<file path="src/rtl/fsmc_cfg_write_slave_pkg.sv">
// Register map, CTRL bit positions and reset defaults for the FSMC config write slave.
package fsmc_cfg_write_slave_pkg;

  localparam logic [2:0] A_CTRL     = 3'd0;
  localparam logic [2:0] A_DELAY_LO = 3'd1;
  localparam logic [2:0] A_DELAY_HI = 3'd2;
  localparam logic [2:0] A_WIDTH    = 3'd3;
  localparam logic [2:0] A_GAP      = 3'd4;
  localparam logic [2:0] A_CDELAY   = 3'd5;
  localparam logic [2:0] A_SCOUNT   = 3'd6;
  localparam logic [2:0] A_SCRATCH  = 3'd7;

  localparam int CTRL_START = 0;
  localparam int CTRL_ABORT = 1;
  localparam int CTRL_CLEAR = 7;

  localparam int SAMPLE_MAX_DEF = 10000;

  typedef struct packed {
    logic [23:0] pulse_delay;
    logic [7:0]  pulse_width;
    logic [7:0]  pulse_gap;
    logic [15:0] capture_delay;
    logic [15:0] sample_count;
    logic [15:0] scratch;
  } cfg_t;

  localparam cfg_t CFG_RESET = '{
    pulse_delay:   24'd6400000,
    pulse_width:   8'd10,
    pulse_gap:     8'd13,
    capture_delay: 16'd5000,
    sample_count:  16'd10000,
    scratch:       16'd0
  };

  function automatic logic [15:0] clamp_count(input logic [15:0] v, input logic [15:0] vmax);
    if (v == 16'd0)     return 16'd1;
    else if (v > vmax)  return vmax;
    else                return v;
  endfunction

endpackage

</file>
<file path="src/rtl/fsmc_cfg_write_slave_we_sync.sv">
// NE/WE synchroniser plus low-phase length filter; emits accept (latch data) and commit pulses.
module fsmc_we_sync #(
  parameter int WE_MIN_CYC = 3
) (
  input  logic clk_i,
  input  logic rst_ni,
  input  logic ne_i,
  input  logic we_i,
  output logic accept_o,
  output logic commit_o
);

  localparam int CW = $clog2(WE_MIN_CYC + 1);

  logic [1:0]    ne_sync_q, we_sync_q;
  logic          we_prev_q;
  logic [CW-1:0] cnt_q, cnt_d;
  logic          armed_q, armed_d;
  logic          commit_q, commit_d;
  logic          ne_s, we_s, low, rise;

  assign ne_s = ne_sync_q[1];
  assign we_s = we_sync_q[1];
  assign low  = ~we_s & ~ne_s;
  assign rise = we_s & ~we_prev_q;

  always_comb begin
    cnt_d = '0;
    if (low) cnt_d = (cnt_q == CW'(WE_MIN_CYC)) ? cnt_q : cnt_q + CW'(1);
    // Fires once per low phase: the counter saturates after reaching the threshold.
    accept_o = low && (cnt_q == CW'(WE_MIN_CYC - 1));
    commit_d = rise & armed_q;
    armed_d  = armed_q;
    if (accept_o)                    armed_d = 1'b1;
    else if (rise || (ne_s & ~we_s)) armed_d = 1'b0;
  end

  always_ff @(posedge clk_i or negedge rst_ni) begin
    if (!rst_ni) begin
      ne_sync_q <= 2'b11;
      we_sync_q <= 2'b11;
      we_prev_q <= 1'b1;
      cnt_q     <= '0;
      armed_q   <= 1'b0;
      commit_q  <= 1'b0;
    end else begin
      ne_sync_q <= {ne_sync_q[0], ne_i};
      we_sync_q <= {we_sync_q[0], we_i};
      we_prev_q <= we_s;
      cnt_q     <= cnt_d;
      armed_q   <= armed_d;
      commit_q  <= commit_d;
    end
  end

  assign commit_o = commit_q;

endmodule

</file>
<file path="src/rtl/fsmc_cfg_write_slave.sv">
// FSMC write-side register file: filtered MCU writes update pulse/capture timing and issue commands.
module fsmc_cfg_write_slave
  import fsmc_cfg_write_slave_pkg::*;
#(
  parameter int ADDR_W     = 4,
  parameter int WE_MIN_CYC = 3,
  parameter int SAMPLE_MAX = SAMPLE_MAX_DEF
) (
  input  logic              clk_80mhz,
  input  logic              rst_n,
  input  logic              FPGA_NE,
  input  logic              FPGA_WE,
  input  logic [ADDR_W-1:0] FSMC_A,
  input  logic [15:0]       FSMC_D_IN,
  input  logic              measurement_active,
  output logic              start_pulse,
  output logic              abort_pulse,
  output logic [23:0]       pulse_delay,
  output logic [7:0]        pulse_width,
  output logic [7:0]        pulse_gap,
  output logic [15:0]       capture_delay,
  output logic [15:0]       sample_count,
  output logic [15:0]       scratch,
  output logic              reg_wr_strobe,
  output logic [ADDR_W-1:0] reg_wr_addr,
  output logic              reject_flag,
  output logic              bad_addr_flag
);

  localparam logic [ADDR_W-1:0] LAST_ADDR = ADDR_W'(A_SCRATCH);
  localparam logic [15:0]       SMAX      = 16'(SAMPLE_MAX);

  logic              accept, commit;
  logic [ADDR_W-1:0] a_q, hold_addr_q, wr_addr_q, wr_addr_d;
  logic [15:0]       d_q, hold_data_q, lo_q, lo_d;
  cfg_t              cfg_q, cfg_d;
  logic              start_q, start_d, abort_q, abort_d, strobe_q, strobe_d;
  logic              reject_q, reject_d, bad_q, bad_d;
  logic [2:0]        idx;
  logic              bad_addr, locked;

  fsmc_we_sync #(.WE_MIN_CYC(WE_MIN_CYC)) u_we_sync (
    .clk_i    (clk_80mhz),
    .rst_ni   (rst_n),
    .ne_i     (FPGA_NE),
    .we_i     (FPGA_WE),
    .accept_o (accept),
    .commit_o (commit)
  );

  assign idx      = hold_addr_q[2:0];
  assign bad_addr = hold_addr_q > LAST_ADDR;
  // Timing registers (1..6) must not change under a running shot; CTRL and SCRATCH stay live.
  assign locked   = measurement_active && (idx != A_CTRL) && (idx != A_SCRATCH);

  always_comb begin
    cfg_d     = cfg_q;
    lo_d      = lo_q;
    wr_addr_d = wr_addr_q;
    reject_d  = reject_q;
    bad_d     = bad_q;
    start_d   = 1'b0;
    abort_d   = 1'b0;
    strobe_d  = 1'b0;
    if (commit) begin
      strobe_d  = 1'b1;
      wr_addr_d = hold_addr_q;
      if (bad_addr) begin
        bad_d = 1'b1;
      end else if (locked) begin
        reject_d = 1'b1;
      end else begin
        case (idx)
          A_CTRL: begin
            abort_d = hold_data_q[CTRL_ABORT];
            start_d = hold_data_q[CTRL_START] & ~hold_data_q[CTRL_ABORT];
            if (hold_data_q[CTRL_CLEAR]) begin
              reject_d = 1'b0;
              bad_d    = 1'b0;
            end
          end
          A_DELAY_LO: lo_d = hold_data_q;
          A_DELAY_HI: cfg_d.pulse_delay = {hold_data_q[7:0], lo_q};
          A_WIDTH:    cfg_d.pulse_width = (hold_data_q[7:0] == 8'd0) ? 8'd1 : hold_data_q[7:0];
          A_GAP:      cfg_d.pulse_gap = hold_data_q[7:0];
          A_CDELAY:   cfg_d.capture_delay = hold_data_q;
          A_SCOUNT:   cfg_d.sample_count = clamp_count(hold_data_q, SMAX);
          default:    cfg_d.scratch = hold_data_q;
        endcase
      end
    end
  end

  always_ff @(posedge clk_80mhz or negedge rst_n) begin
    if (!rst_n) begin
      a_q         <= '0;
      d_q         <= '0;
      hold_addr_q <= '0;
      hold_data_q <= '0;
      lo_q        <= '0;
      cfg_q       <= CFG_RESET;
      wr_addr_q   <= '0;
      reject_q    <= 1'b0;
      bad_q       <= 1'b0;
      start_q     <= 1'b0;
      abort_q     <= 1'b0;
      strobe_q    <= 1'b0;
    end else begin
      a_q <= FSMC_A;
      d_q <= FSMC_D_IN;
      if (accept) begin
        hold_addr_q <= a_q;
        hold_data_q <= d_q;
      end
      lo_q      <= lo_d;
      cfg_q     <= cfg_d;
      wr_addr_q <= wr_addr_d;
      reject_q  <= reject_d;
      bad_q     <= bad_d;
      start_q   <= start_d;
      abort_q   <= abort_d;
      strobe_q  <= strobe_d;
    end
  end

  assign start_pulse   = start_q;
  assign abort_pulse   = abort_q;
  assign pulse_delay   = cfg_q.pulse_delay;
  assign pulse_width   = cfg_q.pulse_width;
  assign pulse_gap     = cfg_q.pulse_gap;
  assign capture_delay = cfg_q.capture_delay;
  assign sample_count  = cfg_q.sample_count;
  assign scratch       = cfg_q.scratch;
  assign reg_wr_strobe = strobe_q;
  assign reg_wr_addr   = wr_addr_q;
  assign reject_flag   = reject_q;
  assign bad_addr_flag = bad_q;

endmodule

</file>
<file path="config.mk">
export PLATFORM = sky130hd
export DESIGN_NAME = fsmc_cfg_write_slave
export DESIGN_NICKNAME = d
export VERILOG_FILES = /design/src/rtl/fsmc_cfg_write_slave_pkg.sv /design/src/rtl/fsmc_cfg_write_slave_we_sync.sv /design/src/rtl/fsmc_cfg_write_slave.sv
export SDC_FILE = /design/constraint.sdc
export NUM_CORES = 1
export LEC_CHECK = 0
export CAP_MARGIN = 20
export CORE_ASPECT_RATIO = 1.4
export CORE_MARGIN = 2
export CORE_UTILIZATION = 50
export DETAILED_ROUTE_END_ITERATION = 10
export DONT_BUFFER_PORTS = 1
export HOLD_SLACK_MARGIN = 0.05
export SETUP_SLACK_MARGIN = 0.05
export SLEW_MARGIN = 20
export SYNTH_ARGS = -nofsm -noshare
export SYNTH_HDL_FRONTEND = slang
export SYNTH_HIERARCHICAL = 1
export SYNTH_SLANG_ARGS = --single-unit
</file>
<file path="constraint.sdc">
create_clock -name clk_80mhz -period 4.25 [get_ports clk_80mhz]
set_input_delay 0.6375 -clock clk_80mhz [delete_from_list [all_inputs] [get_ports clk_80mhz]]
set_output_delay 0.6375 -clock clk_80mhz [all_outputs]
set_load 0.02 [all_outputs]
</file>
==> results.md <==
- Worst Path Required: 4.54 ns
- Max-slew headroom: 34.6%
- Postcts setup bufs: 0
- Post-synthesis sequential area ratio: 67.8%
- Worst skew pair latency: 0.41 ns
- Chip height: 134 um
- Final Hold Viols: 0
- I/O pin total: 122
- CTS Root Cell: clkbuf_16
- Total gr overflow: 0
- Core Region: 11800 um2
- Mapped Nets: 407
- Vias per inst: 5.65
- DRT iter0 DRCs: 97
- Synth top area cells: dfrtp_1, mux2_2, dfstp_2, mux2_1, nand2_1
- Setup ws final: 2.01 ns
- Yosys reg bits: 162
- Die Area: 13000 um2
- Synthesized cell area: 6030 um2
- Top-area cell type share of the netlist area: 56.5%
- CTS H-Tree Depth: 4
- Most frequent cells in the layout: dfrtp_1, mux2_2, dfstp_2
- Routability cong.: 0.730
- Fmax: 446 MHz
- Tot GR Track Use: 19.7%
- Place WS: 2.00 ns
- Startpoint Class: flop
- CTS tree: done
- Clk slew on worst S/H paths: 0.06 ns
- First-pass GRT wire length: 19100 um
- Average size of a mapped cell: 15.9 um2
- Share of cells above drive strength 1: 40.7%
- Pin count of the biggest net entering global routing: 137
- Fill count: 927
- Minimum clock period: 2.24 ns
- Initial antenna violation count: 0
- YS warnings: 6
- WL final: 12300 um
- Antenna Nets Post-Route: 0
- Number of cell rows: 47
- Ys async rst share: 100%
- Commonest non-fill, non-tap cell in the layout: dfrtp_1
- RSZ-0062 raised after global routing: no
- Arr. time, crit path: 2.54 ns
- Longest Clk Path Bufs: 2
- PwrDens: 508 nW/um2
- Yosys top cell by area: dfrtp_1
- Period utilisation layout: 52.8%
- Crit Path Max Fanout: 16
- WL/cell: 22.7 um
- Area grow syn2layout: 12.4%
- HP Class: in -> async
- Maxcap violations: 0
- Number of port buffers: 0
- Num CTS Buffers: 17
- Status: complete, no violations
- Leak Pwr: 3.24 nW
- Vias in the first global route: 3209
- DP HPWL: 7570 um
- Final setup fails: 0
- Die W: 96.8 um
- Initial Utilization: 51.0%
- Max Slew Vio Count: 0
- DRC errors left: 0
- CTS sink count: 162
- Detailed-route via count: 3078
- Setup Skew: 0.0106 ns
- Post-CTS resize count: 0
- Most common flop cell mapped by yosys: dfrtp_1
- DRT Pass-1 Iters: 4
- CP Class: reg -> reg
- Maximum resistive drop on vdd: 284 uV
- Total Nets Final: 412
- Number of distinct library cells after synthesis: 45
- TNS Setup: 0 ns
- ANT cells: 0
- Worst Tran Pin Value: 0.981 ns
- CTS Hold Bufs: 3
- Post-synth EDFFs: 0
- Gate count of the mapped netlist: 380
- CP Capture Type: flop
report_power, final:
| group | total (mW) | switching (mW) | internal [mW] | leakage [nW] |
|---|---|---|---|---|
| Combinational | 0.162 | 0.0863 | 0.0753 | 0.853 |
| Sequential | 1.74 | 0.130 | 1.61 | 2.10 |
| Clock | 1.54 | 0.608 | 0.934 | 0.285 |
through the flow:
step	hold WS (ns)	instances	instance area (um2)	util (%)	power, mW
after floorplan	0.342	380	6030	-	1.84
after global placement	0.346	509	6100	51.6	1.89
after detailed placement	0.346	509	6100	51.6	1.90
after CTS	0.0537	544	6760	57.2	3.49
after global routing	0.0506	545	6770	57.3	3.58
final	0.0784	545	6770	57.3	3.44
registers in the layout (all words and copies together) (netlist names), 2 cells and up:
signal and cells:
u_we_sync/cnt_q 2, pulse_width 8, pulse_delay 24, pulse_gap 8, scratch 16, hold_data_q 16, u_we_sync/ne_sync_q 2, sample_count 16
a_q 4, d_q 16, u_we_sync/we_sync_q 2, hold_addr_q 4, lo_q 16, capture_delay 16, reg_wr_addr 4
synthesized netlist by cell type, types with 2 or more instances:
library cell,n
o21ai_0,11
buf_6,4
o22a_1,3
nand2_1,21
and2_1,3
nor2_1,5
or4_4,2
nand3_1,3
buf_4,3
mux2_1,16
clkbuf_1,5
or4_1,2
and3_1,2
nor3_1,5
dfstp_2,26
a22o_1,7
inv_1,2
ha_1,2
nor3b_1,2
mux2_2,89
dfrtp_1,136
buf_2,8
layer usage:
metal	share of wire, %	track usage [%]	vias up
met5	0	0	-
met4	1.1	6.10	0
met3	8.3	8.23	8
met2	50	31.8	98
met1	41	24.4	1615
li1	-	-	1357
logic make-up (layout without fill, tap and decap cells):
group | after synthesis | in the layout | synth area share [%]
buffers and inverters | 22 | 40 | 2.22
AND/OR/NAND/NOR | 58 | 58 | 5.81
adder cells (fa/ha/maj) | 2 | 2 | 0.415
flip-flops | 162 | 162 | 67.8
XOR/XNOR | 1 | 1 | 0.145
AO/OA/AOI/OAI | 30 | 30 | 3.99
multiplexers | 105 | 105 | 19.6
worst paths after layout:
| kind | from | endpoint | slack, ns | cells after the start |
|---|---|---|---|---|
| setup / recovery | u_we_sync/commit_o | scratch[15] | 2.01 | 3 |
| max in group asynchronous | rst_n | capture_delay[9] | 3.30 | 1 |
| hold reg to reg | u_we_sync/ne_sync_q[0] | u_we_sync/ne_sync_q[1] | 0.36 | 0 |
| min in group clk_80mhz | FPGA_WE | u_we_sync/we_sync_q[0] | 0.22 | 0 |
| setup reg to reg | u_we_sync/commit_o | scratch[15] | 2.01 | 3 |
| hold / removal | rst_n | sample_count[8] | 0.08 | 0 |
final cells by class:
| type | instances | area (um2) | area share [%] |
|---|---|---|---|
| multi-input combinational | 196 | 1810 | 26.8 |
| clock inverter | 14 | 180 | 2.66 |
| inverter | 2 | 7.51 | 0.111 |
| sequential | 162 | 4090 | 60.3 |
| clock buffer | 18 | 429 | 6.34 |
| timing repair buffer | 6 | 72.6 | 1.07 |
| tap | 147 | 184 | 2.72 |
worst max-delay path, cell delays in order, from the launching register on:
cell,delay [ns]
dfrtp_1,0.52
and3b_1,0.33
and3_1,0.85
mux2_2,0.42
No activity file was read; power rests on OpenSTA's default activity.
